==> src/rtl/active_list.sv <==
// In-order active list for the out-of-order MIPS core.
// Tracks renamed instructions, retires one per cycle and frees old mappings.
module active_list #(
  parameter int DEPTH  = 32,
  parameter int IDX_W  = 5,
  parameter int AREG_W = 5,
  parameter int PREG_W = 6
) (
  input  logic              clk,
  input  logic              rst_n,
  input  logic              alloc_valid,
  output logic              alloc_ready,
  input  logic              alloc_uses_rw,
  input  logic [AREG_W-1:0] alloc_arch_rd,
  input  logic [PREG_W-1:0] alloc_new_preg,
  input  logic [PREG_W-1:0] alloc_old_preg,
  output logic [IDX_W-1:0]  alloc_index,
  input  logic              done_valid,
  input  logic [IDX_W-1:0]  done_index,
  input  logic              done_exception,
  input  logic              flush_valid,
  output logic              commit_valid,
  output logic [AREG_W-1:0] commit_arch_rd,
  output logic [PREG_W-1:0] commit_new_preg,
  output logic              free_valid,
  output logic [PREG_W-1:0] free_preg,
  output logic              exception_valid,
  output logic [IDX_W:0]    count,
  output logic              empty
);

  logic [DEPTH-1:0]  valid_q;
  logic [DEPTH-1:0]  done_q;
  logic [DEPTH-1:0]  exc_q;
  logic [DEPTH-1:0]  rw_q;
  logic [AREG_W-1:0] arch_q [DEPTH];
  logic [PREG_W-1:0] new_q  [DEPTH];
  logic [PREG_W-1:0] old_q  [DEPTH];

  logic [IDX_W:0]   head_q;
  logic [IDX_W:0]   tail_q;
  logic [IDX_W-1:0] head_idx;
  logic [IDX_W-1:0] tail_idx;
  logic             full;
  logic             head_done;
  logic             alloc_fire;

  assign head_idx = head_q[IDX_W-1:0];
  assign tail_idx = tail_q[IDX_W-1:0];

  assign full = (head_idx == tail_idx) &
    (head_q[IDX_W] != tail_q[IDX_W]);

  // No bypass from a same-cycle commit: full always blocks.
  assign alloc_ready = ~full;
  assign alloc_fire  = alloc_valid & alloc_ready;
  assign alloc_index = tail_idx;

  assign count = tail_q - head_q;
  assign empty = (head_q == tail_q);

  assign head_done       = valid_q[head_idx] & done_q[head_idx];
  assign commit_valid    = head_done & ~exc_q[head_idx];
  assign exception_valid = head_done & exc_q[head_idx];
  assign free_valid      = commit_valid & rw_q[head_idx];

  assign commit_arch_rd =
    commit_valid ? arch_q[head_idx] : '0;
  assign commit_new_preg =
    commit_valid ? new_q[head_idx] : '0;
  assign free_preg =
    free_valid ? old_q[head_idx] : '0;

  always_ff @(posedge clk or negedge rst_n) begin
    if (!rst_n) begin
      valid_q <= '0;
      done_q  <= '0;
      exc_q   <= '0;
      rw_q    <= '0;
      head_q  <= '0;
      tail_q  <= '0;
      for (int i = 0; i < DEPTH; i++) begin
        arch_q[i] <= '0;
        new_q[i]  <= '0;
        old_q[i]  <= '0;
      end
    end else if (flush_valid) begin
      valid_q <= '0;
      done_q  <= '0;
      exc_q   <= '0;
      head_q  <= '0;
      tail_q  <= '0;
    end else begin
      if (commit_valid) begin
        valid_q[head_idx] <= 1'b0;
        head_q <= head_q + (IDX_W+1)'(1);
      end
      if (done_valid && valid_q[done_index]) begin
        done_q[done_index] <= 1'b1;
        exc_q[done_index]  <= exc_q[done_index] | done_exception;
      end
      // Alloc last so it overrides a done aimed at the (invalid) tail.
      if (alloc_fire) begin
        valid_q[tail_idx] <= 1'b1;
        done_q[tail_idx]  <= 1'b0;
        exc_q[tail_idx]   <= 1'b0;
        rw_q[tail_idx]    <= alloc_uses_rw;
        arch_q[tail_idx]  <= alloc_arch_rd;
        new_q[tail_idx]   <= alloc_new_preg;
        old_q[tail_idx]   <= alloc_old_preg;
        tail_q <= tail_q + (IDX_W+1)'(1);
      end
    end
  end

endmodule
==> config.mk <==
export PLATFORM = sky130hd
export DESIGN_NAME = active_list
export DESIGN_NICKNAME = d
export VERILOG_FILES = /design/src/rtl/active_list.sv
export SDC_FILE = /design/constraint.sdc
export NUM_CORES = 1
export LEC_CHECK = 0
export CAP_MARGIN = 10
export CORE_UTILIZATION = 60
export DETAILED_ROUTE_END_ITERATION = 7
export DONT_BUFFER_PORTS = 1
export PLACE_DENSITY = 0.74
export SLEW_MARGIN = 20
export SYNTH_ARGS = -nofsm -noshare
export SYNTH_HDL_FRONTEND = slang
export SYNTH_SLANG_ARGS = --single-unit
==> constraint.sdc <==
create_clock -name clk -period 3.7 [get_ports clk]
set_input_delay 0.74 -clock clk [delete_from_list [all_inputs] [get_ports clk]]
set_output_delay 0.74 -clock clk [all_outputs]
set_load 0.02 [all_outputs]
==> qor.csv, run 1 <==
stage;metric;value;unit
routing;number of nets still failing antenna checks after routing;0;
cells_and_area;Final nets;2439;
synth;Mapped Avg Cell Area;13.9;um^2
worst_setup_path;crit end category;output pin;
grt;met2 Usage GRT;52.4;%
routing;vias per inst;7.02;
timing;final setup margin;-0.259;ns
outcome;result of the run;finished with violations;
die;Die Area;55400;um^2
die;core area;53800;um^2
synth;Post-synth top flop;dfrtp_1;
placed_design;dpl cell area;33800;um^2
power;PwrDens;426;nW/um^2
routing;DR vias;22100;
clocking;CTS H-tree lvls;3;
grt;Total GRT Usage;33.5;%
routing;DRT Pass-1 Iters;8;
timing;max-slew violations;631;
synth;Synth Instances;2359;
cells_and_area;Post-Layout Inst Area;37900;um^2
cells_and_area;final core occ;70.5;%
worst_setup_path;Setup CP Type;flop to output pin;
cells_and_area;Layout area overhead;16.0;%
clocking;Clock Sinks;684;
synth;Post-synth EDFFs;0;
synth;register area share after synthesis;52.3;%
grt;grt total ovfl;0;
placed_design;Final Wtd Congestion;0.963;
timing;final setup fails;20;
synth;Netlist Area Pre-Place;32700;um^2
clocking;clk root buf;clkbuf_16;
clocking;Reg clk slew, reported paths;0.06;ns
grt;busiest grt layer;met2;
clocking;TritonCTS clock tree;built;
cells_and_area;Antenna diodes;0;
synth;dominant cells by area after synthesis;dfrtp_1, mux2_2, mux4_2;
die;IO Pins;62;
synth;most instantiated library cell after synthesis;dfrtp_1;
worst_setup_path;Worst Path Max Fanout;12;
placed_design;port bufs;0;
synth;Ys Warns;0;
die;Initial Utilization;60.8;%
synth;top cells by instance count after synthesis;dfrtp_1, mux2_2, mux4_2, clkbuf_1, o22ai_1;
clocking;worst-skew pair later-pin latency;0.63;ns
power;maximum vdd drop;0.568;mV
routing;WL per Instance;29.6;um
synth;Async SR Flop Fraction;100;%
timing;final worst path period share;107;%
worst_setup_path;RR Startpoint;head_q[4];
placed_design;Inst Count DP;2961;
routing;DRC Markers;0;
grt;initial antenna violation count;0;
synth;synth unique cells;62;
grt;met1 usage;46.1;%
synth;leading area contributor after synthesis;dfrtp_1;
die;Die Span X;235;um
synth;Synth top area share;52.3;%
worst_setup_path;worst setup path startpoint;head_q[0];
grt;first-pass GRT wire length;140;mm
grt;vias in the first global route;22500;
die;Die Ht;235;um
timing;Least-Margin Pin Slew;4.00;ns
worst_setup_path;arrival time worst endpoint;3.22;ns
synth;Mapped Nets;2402;
placed_design;dpl hpwl;53.3;mm
worst_setup_path;Req. time, crit path;2.96;ns
timing;RSZ-0062 raised after global routing;true;
timing;final hold vios;24;
timing;min Tclk post-route;3.96;ns
clocking;Num CTS Buffers;73;
die;FP Rows;85;
grt;met3 Use GR;7.15;%
power;P_leak;17.2;nW
worst_setup_path;Worst Setup Start Kind;flop;
timing;TNS Setup;-3.81;ns
timing;relative slew slack;-167;%
cells_and_area;final cell count without fillers;3147;
timing;hold slack;-0.154;ns
power;total power;16.2;mW
job;max_cap viols;0;
cells_and_area;share of cells above drive strength 1;48.5;%
hold_path;HP Class;primary input to asynchronous set/reset pin;
routing;final wirelength;93.0;mm
synth;synthesized flop and latch total;684;
outcome;violated checks;negative hold slack, max-slew violations, negative setup slack;
timing;Max Freq;253;MHz
grt;largest net degree at the start of global routing;685;
routing;initial detailed-routing violation count;2878;
clocking;Clock Path Buffers;3;
timing;skew final;0.0304;ns
-- layer usage --
layer | wire length (um) | vias to the layer above
met5 | 0 | -
met4 | 4440 | 0
met3 | 8240 | 361
met2 | 43700 | 1204
met1 | 36600 | 11600
li1 | - | 8897
-- worst max-delay path, cell delays in order, from the launching register on --
cell,delay (ns)
dfrtp_4,0.52
buf_8,0.17
buf_12,0.15
buf_4,0.15
mux2i_2,0.32
o22ai_4,0.15
nor4_4,0.30
a22o_1,0.27
buf_12,0.17
buf_12,0.17
nor2_2,0.07
buf_4,0.16
-- worst paths after layout --
check / endpoint / slack, ns / cells after the start
min reg2reg: done_q[15] / 0.50 / 1
min: exc_q[3] / -0.15 / 0
min in group clk: tail_q[4] / 0.18 / 1
max reg2reg: new_q[174] / 0.38 / 11
max: exception_valid / -0.26 / 11
max in group asynchronous: head_q[0] / 0.53 / 0
-- report_power, final --
part | internal, mW | switching, mW
sequential | 7.76 | 0.152
clock | 4.40 | 3.05
combinational | 0.443 | 0.371
total | 12.6 | 3.57
-- kinds of logic (layout without fill, tap and decap cells) --
group	after synthesis	in the layout	share of synthesized area (%)
compound gates	299	299	5.92
fa+ha+maj	14	14	0.559
flops	684	684	52.3
buf+inv	252	344	3.57
mux	795	795	32.3
simple gates	305	305	5.05
xor+xnor	10	10	0.268
-- cell type report --
cell class / count / area, um^2
timing repair buffer: 195 / 2000
clock inverter: 17 / 209
multi-input combinational: 1423 / 15400
sequential: 684 / 17100
clock buffer: 113 / 2240
tap: 696 / 871
inverter: 19 / 71.3
fill: 3374 / 15900
-- flip-flops by register name, summed over array words and instances (netlist names) --
name	flops
new_q	192
old_q	192
arch_q	160
done_q	32
exc_q	32
rw_q	32
valid_q	32
head_q	6
tail_q	6
-- timing repair --
| item | in CTS | in global routing |
|---|---|---|
| pin swaps | 21 | 20 |
| endpoints found under the hold margin | 684 | 684 |
| resized for setup | 136 | 77 |
| endpoints found under the setup margin | 20 | 20 |
| gates cloned | 6 | 2 |
| buffers inserted | 23 | 26 |
-- metrics by stage --
| stage | hold slack, ns | setup slack [ns] |
|---|---|---|
| 2_1_floorplan | 0.444 | 0.344 |
| 3_3_place_gp | 0.464 | 0.234 |
| 3_5_place_dp | 0.478 | 0.289 |
| 4_1_cts | -0.184 | -0.0931 |
| 5_1_grt | -0.195 | -0.259 |
| 6_report | -0.154 | -0.259 |
-- layout by cell type, fill, tap and decap left out, types with 7 or more instances in the layout --
cell type,count
a211oi_1,7
a21oi_1,81
a311oi_1,13
a31oi_1,45
and2_1,7
and3_1,15
buf_12,16
buf_16,8
buf_4,144
buf_6,20
clkbuf_1,17
clkbuf_16,78
clkbuf_8,20
clkinv_2,9
dfrtp_1,679
ha_1,13
inv_1,18
mux2_2,579
mux2i_1,27
mux2i_2,12
mux2i_4,25
mux4_2,150
nand2_1,59
nand3_1,14
nor2_1,53
nor2_2,13
nor2_4,14
nor2b_1,8
nor3_1,13
nor3_2,12
nor3_4,12
nor3b_1,26
o21a_1,14
o21ai_0,10
o22ai_1,76
o22ai_2,13
o22ai_4,8
or4_1,14
No activity file was read; power rests on OpenSTA's default activity.
==> run 2: changes to the inputs <==
RECOVER_POWER = 50   (was not set)
==> qor.csv, run 2 (synthesis results as in run 1) <==
stage;metric;value;unit
worst_setup_path;Req. time, crit path;2.96;ns
die;Die Ht;235;um
grt;met2 Usage GRT;52.4;%
die;core area;53800;um^2
timing;final setup fails;20;
grt;initial antenna violation count;0;
die;Die Span X;235;um
power;register share of total power;48.9;%
cells_and_area;Post-Layout Inst Area;37900;um^2
cells_and_area;biggest regs;new_q (192), old_q (192), arch_q (160);
worst_setup_path;CP Cell Sequence;buf_8 -> buf_12 -> buf_4 -> mux2i_2 -> o22ai_4 -> nor4_4 -> a22o_1 -> buf_12 -> buf_12 -> nor2_2 -> buf_4;
cells_and_area;Antenna diodes;0;
timing;final hold vios;77;
placed_design;dpl cell area;33800;um^2
power;clock share of power;46.1;%
power;P_sw;3.58;mW
timing;TNS Setup;-3.95;ns
worst_setup_path;most frequent cell on the critical path;buf_12;
clocking;Reg clk slew, reported paths;0.06;ns
cells_and_area;commonest cells after routing, fill and taps aside;dfrtp_1, mux2_2, mux4_2;
timing;relative slew slack;-103;%
placed_design;Final Wtd Congestion;0.963;
clocking;clk root buf;clkbuf_16;
die;FP Rows;85;
clocking;Num CTS Buffers;73;
job;max_cap viols;0;
worst_setup_path;crit end category;output pin;
placed_design;Inst Count DP;2961;
power;P_leak;17.2;nW
routing;DR vias;22100;
routing;vias per inst;7.02;
routing;WL per Instance;29.6;um
worst_setup_path;CP max-delay cell;dfrtp_4;
cells_and_area;Final nets;2439;
worst_setup_path;cells on worst reg2reg path;11;
timing;final setup margin;-0.278;ns
timing;Least-Margin Pin Slew;3.04;ns
placed_design;post-placement worst setup slack;0.289;ns
clocking;Clock Path Buffers;3;
power;switching part of the total power;22.1;%
routing;initial detailed-routing violation count;2818;
timing;Max Freq;251;MHz
hold_path;HP Class;primary input to asynchronous set/reset pin;
grt;grt total ovfl;0;
timing;skew final;0.0302;ns
placed_design;dpl hpwl;53.3;mm
outcome;result of the run;finished with violations;
worst_setup_path;Worst Path Max Fanout;12;
worst_setup_path;Worst Setup Start Kind;flop;
cells_and_area;Layout area overhead;16.0;%
clocking;CTS H-tree lvls;3;
worst_setup_path;RR Startpoint;head_q[4];
outcome;violated checks;negative hold slack, max-slew violations, negative setup slack;
worst_setup_path;arrival time worst endpoint;3.24;ns
timing;hold slack;-0.180;ns
timing;max-slew violations;577;
grt;vias in the first global route;22500;
die;Die Area;55400;um^2
routing;DRT Pass-1 Iters;8;
cells_and_area;final cell count without fillers;3147;
timing;final worst path period share;108;%
die;IO Pins;62;
timing;min Tclk post-route;3.98;ns
clocking;TritonCTS clock tree;built;
power;PwrDens;427;nW/um^2
clocking;Clock Sinks;684;
routing;DRC Markers;0;
grt;met1 usage;46.1;%
routing;final wirelength;93.1;mm
power;Int Pwr;12.6;mW
placed_design;port bufs;0;
power;maximum vdd drop;0.567;mV
clocking;worst-skew pair later-pin latency;0.64;ns
timing;RSZ-0062 raised after global routing;true;
routing;number of nets still failing antenna checks after routing;0;
worst_setup_path;critical path's largest stage delay;0.52;ns
grt;largest net degree at the start of global routing;685;
die;Initial Utilization;60.8;%
grt;busiest grt layer;met2;
cells_and_area;share of cells above drive strength 1;48.3;%
power;Combinational Power Share;5.0;%
worst_setup_path;Reg2Reg Setup Slack;0.38;ns
grt;met3 Use GR;7.15;%
power;total power;16.2;mW
grt;first-pass GRT wire length;140;mm
cells_and_area;most common cell after layout, fill and taps aside;dfrtp_1;
worst_setup_path;worst r2r dst;new_q[174];
grt;Total GRT Usage;33.5;%
worst_setup_path;Setup CP Type;flop to output pin;
[run 2: cell types whose count changed in the layout (fill, tap and decap cells not counted), sizes merged]
| cell | change |
|---|---|
| buf | -4 |
| clkbuf | +4 |
[run 2: power by group through the flow]
stage	Combinational [mW]	Sequential [mW]	Clock, mW
finish	0.813	7.91	7.45
global route	0.859	7.94	7.80
CTS	0.787	7.91	7.51
detailed placement	0.745	8.04	0
global placement	0.719	8.01	0
floorplan	0.658	7.98	0
[run 2: final cells by class]
type | count | area [um^2]
inverters | 19 | 71.3
repair buffers | 195 | 1980
multi-input cells | 1423 | 15400
fillers | 3377 | 15900
clock inverters | 17 | 209
well taps | 696 | 871
flip-flops and latches | 684 | 17100
clock buffers | 113 | 2240
[run 2: worst max-delay path by stage]
| stage | from | to | cells after the start |
|---|---|---|---|
| after floorplan | head_q[1] | arch_q[0] | 11 |
| after detailed placement | head_q[0] | commit_new_preg[3] | 9 |
| final | head_q[0] | exception_valid | 11 |
| after global routing | head_q[0] | exception_valid | 11 |
| after global placement | head_q[0] | free_preg[0] | 9 |
| after CTS | head_q[1] | commit_arch_rd[3] | 9 |
[run 2: per-stage QoR]
step,util (%),hold WS (ns)
floorplan,-,0.444
global placement,62.8,0.464
detailed placement,62.8,0.478
CTS,69.1,-0.184
global route,70.5,-0.195
finish,70.5,-0.180
[run 2: per-layer routing]
metal / share of wire [%] / routed length [um] / vias to the layer above
met5: 0 / 0 / -
met4: 4.7 / 4420 / 0
met3: 8.9 / 8290 / 352
met2: 47 / 43700 / 1243
met1: 39 / 36700 / 11600
li1: - / - / 8895
[run 2: repair_timing]
action                                  4_1_cts  5_1_grt
pin swaps                                    21       20
setup buffers                                23       26
resized for setup                           136       77
endpoints found under the setup margin       20       20
hold endpoints to repair                    684      684
cloned                                        6        2
[run 2: critical path, delay by kind of cell, from the launching register on]
family / cells / cell delay (ns)
flops: 1 / 0.52
compound gates: 2 / 0.42
simple gates: 2 / 0.39
mux: 1 / 0.31
buf+inv: 6 / 0.96
